[config.mk]
export PLATFORM = sky130hd
export DESIGN_NAME = regfile_sb
export DESIGN_NICKNAME = d
export VERILOG_FILES = /design/src/rtl/regfile_pkg.sv /design/src/rtl/regfile_sb_decodificador.sv /design/src/rtl/regfile_sb.sv
export SDC_FILE = /design/constraint.sdc
export NUM_CORES = 1
export LEC_CHECK = 0
export BUFFER_PORTS_ARGS = -buffer_cell sky130_fd_sc_hd__buf_2
export CAP_MARGIN = 20
export CELL_PAD_IN_SITES_DETAIL_PLACEMENT = 1
export CELL_PAD_IN_SITES_GLOBAL_PLACEMENT = 2
export CORE_UTILIZATION = 29
export CTS_CLUSTER_DIAMETER = 30
export DETAILED_ROUTE_END_ITERATION = 7
export GPL_ROUTABILITY_DRIVEN = 0
export PLACE_DENSITY = 0.63
export SETUP_SLACK_MARGIN = 0.15
export SLEW_MARGIN = 20
export SYNTH_ARGS = -nofsm -noshare
export SYNTH_HDL_FRONTEND = slang
export SYNTH_SLANG_ARGS = --single-unit
[constraint.sdc]
create_clock -name clk -period 5.3 [get_ports clk]
set_clock_uncertainty 0.2 [all_clocks]
set_input_delay 1.59 -clock clk [delete_from_list [all_inputs] [get_ports clk]]
set_output_delay 1.59 -clock clk [all_outputs]
set_load 0.005 [all_outputs]
[src/rtl/regfile_pkg.sv]
// Shared defaults and types for the scoreboarded register file.
package regfile_pkg;

    localparam int N_DEF    = 8;
    localparam int NREG_DEF = 16;

    function automatic int aw(input int nreg);
        return $clog2(nreg);
    endfunction

    typedef logic [NREG_DEF-1:0] busy_t;

endpackage

[src/rtl/regfile_sb_decodificador.sv]
// Binary address to one-hot select decoder.
module regfile_sb_decodificador #(
    parameter int AW   = 4,
    parameter int NREG = 16
) (
    input  logic [AW-1:0]   addr,
    output logic [NREG-1:0] oh
);

    always_comb begin
        oh       = '0;
        oh[addr] = 1'b1;
    end

endmodule

[src/rtl/regfile_sb.sv]
// Register file: 1 write / 2 async read ports, hardwired R0, write bypass and busy scoreboard.
module regfile_sb
    import regfile_pkg::*;
#(
    parameter int N       = N_DEF,
    parameter int NREG    = NREG_DEF,
    parameter bit ZERO_R0 = 1'b1,
    parameter bit BYPASS  = 1'b1,
    localparam int AW     = aw(NREG)
) (
    input  logic          clk,
    input  logic          rst,
    input  logic          clr,
    input  logic          we3,
    input  logic [AW-1:0] wa3,
    input  logic [N-1:0]  wd3,
    input  logic [AW-1:0] ra1,
    input  logic [AW-1:0] ra2,
    output logic [N-1:0]  rd1,
    output logic [N-1:0]  rd2,
    input  logic          iss,
    input  logic [AW-1:0] iss_wa,
    output logic          haz1,
    output logic          haz2,
    output logic [AW:0]   busy_cnt
);

    logic [N-1:0]    regs_q [NREG];
    logic [N-1:0]    regs_d [NREG];
    logic [NREG-1:0] busy_q, busy_d;
    logic [AW:0]     busy_cnt_q, busy_cnt_d;
    logic [NREG-1:0] wr_oh, iss_oh;
    logic            wr_ok;

    function automatic logic [AW:0] count_ones(input logic [NREG-1:0] v);
        logic [AW:0] cnt;
        cnt = '0;
        for (int i = 0; i < NREG; i++) begin
            cnt = cnt + (AW+1)'(v[i]);
        end
        return cnt;
    endfunction

    regfile_sb_decodificador #(.AW(AW), .NREG(NREG)) u_dec_wr (
        .addr (wa3),
        .oh   (wr_oh)
    );

    regfile_sb_decodificador #(.AW(AW), .NREG(NREG)) u_dec_iss (
        .addr (iss_wa),
        .oh   (iss_oh)
    );

    // Writes aimed at a hardwired R0 are discarded before they reach storage or bypass.
    assign wr_ok = we3 && !(ZERO_R0 && (wa3 == '0));

    always_comb begin
        for (int i = 0; i < NREG; i++) begin
            regs_d[i] = regs_q[i];
        end
        busy_d = busy_q;
        if (clr) begin
            for (int i = 0; i < NREG; i++) begin
                regs_d[i] = '0;
            end
            busy_d = '0;
        end else begin
            for (int i = 0; i < NREG; i++) begin
                if (wr_ok && wr_oh[i]) begin
                    regs_d[i] = wd3;
                end
            end
            // Set is applied after clear so a same-cycle reissue keeps the register busy.
            busy_d = (busy_q & ~(we3 ? wr_oh : '0)) | (iss ? iss_oh : '0);
            if (ZERO_R0) begin
                busy_d[0] = 1'b0;
            end
        end
        busy_cnt_d = count_ones(busy_d);
    end

    always_ff @(posedge clk or negedge rst) begin
        if (!rst) begin
            for (int i = 0; i < NREG; i++) begin
                regs_q[i] <= '0;
            end
            busy_q     <= '0;
            busy_cnt_q <= '0;
        end else begin
            for (int i = 0; i < NREG; i++) begin
                regs_q[i] <= regs_d[i];
            end
            busy_q     <= busy_d;
            busy_cnt_q <= busy_cnt_d;
        end
    end

    always_comb begin
        rd1 = regs_q[ra1];
        if (ZERO_R0 && (ra1 == '0)) begin
            rd1 = '0;
        end else if (BYPASS && wr_ok && (wa3 == ra1)) begin
            rd1 = wd3;
        end
    end

    always_comb begin
        rd2 = regs_q[ra2];
        if (ZERO_R0 && (ra2 == '0)) begin
            rd2 = '0;
        end else if (BYPASS && wr_ok && (wa3 == ra2)) begin
            rd2 = wd3;
        end
    end

    assign haz1     = busy_q[ra1] && !(BYPASS && we3 && (wa3 == ra1));
    assign haz2     = busy_q[ra2] && !(BYPASS && we3 && (wa3 == ra2));
    assign busy_cnt = busy_cnt_q;

endmodule
==> results.yml <==
logic_synthesis:
  async_reset_ff_share_pct: 100.0
  ys_seq_elements: 147
  synth.area.top_cells: "dfrtp_1, mux4_2, nand2_1"
  synth.most_common_cell: "dfrtp_1"
  syn-num-nets: 908
  synthTopCellsByCount: "dfrtp_1, nand2_1, a21oi_1"
  synth_warnings: 0
  syn-cell-area_mm2: 0.008901
  synth_edf_count: 0
  synth_cell_types: 41
  syn_area_per_cell_um2: 10.27
  ys.flop_type: "dfrtp_1"
  ys_seq_area_share_pct: 41.33
  yosys.area.top_type: "dfrtp_1"
  synth_top_area_share_pct: 41.33
  synth_cells: 867
global_routing:
  grt_overflow_total: 0
  first_global_vias: 7949
  grt_start_max_net_pins: 78
  antenna_found_initial: 1
  grt_use_total_pct: 22.23
  grt_pass1_wl_um: 50960
routing:
  route.detailed.drc: 0
  vias: 7365
  first_iter_violations: 492
  ant_nets: 0
  drt-total-wl_um: 33420
  wl_per_cell_um: 25.26
  via_per_inst: 5.567
  firstDrtPassIters: 5
final_layout:
  n_antenna_cell: 0
  area_growth_syn_to_layout_pct: 18.06
  n_fill_cell: 3388
  nets: 961
  drive_gt1_share_pct: 26.15
timing:
  period_share_pct: 96.81
  rsz0062_at_grt: "true"
  relSlewSlack_pct: 29.12
  slew_viol_final: 0
  period_minus_slack_ps: 5131
  finalSetupViolations: 0
  finalHoldViolCount: 0
  fmax_mhz: 194.9
  tightestPinTransition_ps: 1059
  hold_slack_ps: 331.2
  setup_ws_ps: 169.3
setup_path:
  path_cells: "buf_2, nor3b_4, buf_4, nand2_1, nand2_2, a21o_1, fa_1, fa_1, fa_1, inv_1, fa_1, fa_2, inv_2, fa_2, inv_1"
  start_kind: "input port"
  cpMaxStageDelayCell: "fa_1"
  critical_path.max_fanout: 4
  cp.arrival_ps: 5300
  cp_data_required_time_ps: 5470
  worstSetupPathType: "input port to flip-flop"
  cp-end-kind: "flip-flop"
  worst-path-buf-inv: 5
  cp_top_family: "adder cells"
  cp_common_cell: "fa_1"
  critPathMaxStageDelay_ps: 500
pwr:
  p_switching_uw: 784.6
  power.internal_uw: 2017
  p_clk_share_pct: 47.1
  combPwrFrac_pct: 11.9
  leakage_uw: 0.004472
  power_density_mw_per_mm2: 266.6
  ir_drop_mv: 0.2255
  seq_power_share_pct: 41.0
  swShare_pct: 28.01
floorplanning:
  rows: 63
  die_h_um: 177.2
  initial_utilization_pct: 29.72
  core-area_mm2: 0.02995
  ios: 52
  dieWidth_um: 177.2
  die-area_mm2: 0.03140
clock_network:
  cts.sinks: 147
  h-tree-depth: 4
  cts_buffers: 17
  clkTransAtPathRegs_ps: 70
  cts_tree: "yes"
  cts_setup_buffers: 0
  clk_latency_ps: 430
  cts_root_buf: "clkbuf_16"
  clockBufferDepth: 2
run_status:
  outcome: "complete, no violations"
worst_hold_path:
  hold_class: "flip-flop to flip-flop"
job:
  cap_violations: 0
placement:
  dp_hpwl_um: 21750
  port_buffers: 50
  pre_cts_ws_ps: -386.6
-- flip-flops by register name, indices dropped and copies added (netlist names) --
name and flops:
regs_q 128, busy_q 15, busy_cnt 4
-- path summary, 6_finish.rpt --
check,from,endpoint,slack [ps],depth (start not counted)
max in group asynchronous,rst,busy_q[6]$_DFF_PN0_,2840,2
min in group asynchronous,rst,regs_q[50]$_DFFE_PN0P_,970,1
max reg2reg,busy_q[6]$_DFF_PN0_,busy_cnt[1]$_DFF_PN0_,1400,11
min,regs_q[125]$_DFFE_PN0P_,regs_q[125]$_DFFE_PN0P_,330,1
max,we3,busy_cnt[1]$_DFF_PN0_,170,15
min reg2reg,regs_q[125]$_DFFE_PN0P_,regs_q[125]$_DFFE_PN0P_,330,1
-- per-layer routing --
layer / up-vias / GRT usage [%] / wire, um
li1: 3224 / - / -
met1: 3894 / 30.64 / 15630
met2: 197 / 34.67 / 15440
met3: 48 / 4.338 / 1463
met4: 2 / 7.687 / 881
met5: - / 0 / 8
-- power by group through the flow --
| stage | Combinational [uW] | Sequential (uW) | Clock (uW) |
|---|---|---|---|
| final | 333 | 1150 | 1320 |
| after global routing | 362 | 1150 | 1380 |
| after CTS | 335 | 1150 | 1340 |
| after detailed placement | 332 | 1170 | 0 |
| after global placement | 327 | 1170 | 0 |
| after floorplan | 183 | 1170 | 0 |
-- final cells by class --
class	instances	area (um^2)	share of cell area [%]
Clock inverter	13	176.4	1.679
Clock buffer	19	442.9	4.215
Sequential cell	147	3679	35.00
Multi-Input combinational cell	616	4795	45.62
Timing Repair Buffer	121	864.6	8.227
Tap cell	390	488.0	4.643
Inverter	17	63.81	0.6072
-- layout by cell type, fill, tap and decap left out, drive strengths merged, types with 6 or more instances in the layout --
cell type,count
a21o,7
inv,20
xor2,6
nor2,42
mux4,72
buf,120
mux2i,32
a22o,15
o21ai,73
a22oi,29
nand2,145
nor2b,15
fa,10
dfrtp,147
a21oi,108
nand3,22
clkbuf,20
-- repair_timing --
action,4_1_cts,5_1_grt
pin swaps,3,2
resized for setup,10,16
endpoints found under the setup margin,13,16
hold buffers,0,0
-- worst reg2reg max path, cell delays in order, from the launching register on --
cell	delay (ps)
dfrtp_1	390
o21ai_1	110
a21o_1	200
fa_1	570
fa_1	450
fa_1	500
inv_1	50
fa_1	470
fa_2	370
inv_2	60
fa_2	410
inv_1	60
-- cell families after synthesis --
kind of cell	share of synthesized area, %
and+or+nand+nor	12.34
DFF	41.33
buffers and inverters	5.468
other	0.04213
adders and majority gates	2.530
xor gates and xnor gates	0.8856
muxes	21.90
AOI/OAI and AO/OA	15.50
-- stage by stage --
stage	TNS [ps]	instances	instance area [um^2]	total power [uW]	util (%)
5_1_grt	0	1323	10510	2896	35.08
2_1_floorplan	-660.2	867	8935	1350	-
3_5_place_dp	-1003	1291	9808	1503	32.74
6_report	0	1323	10510	2802	35.08
3_3_place_gp	-785.6	1291	9808	1498	32.74
4_1_cts	0	1323	10460	2822	34.92
Note: power is estimated with default switching activity, not from simulation.
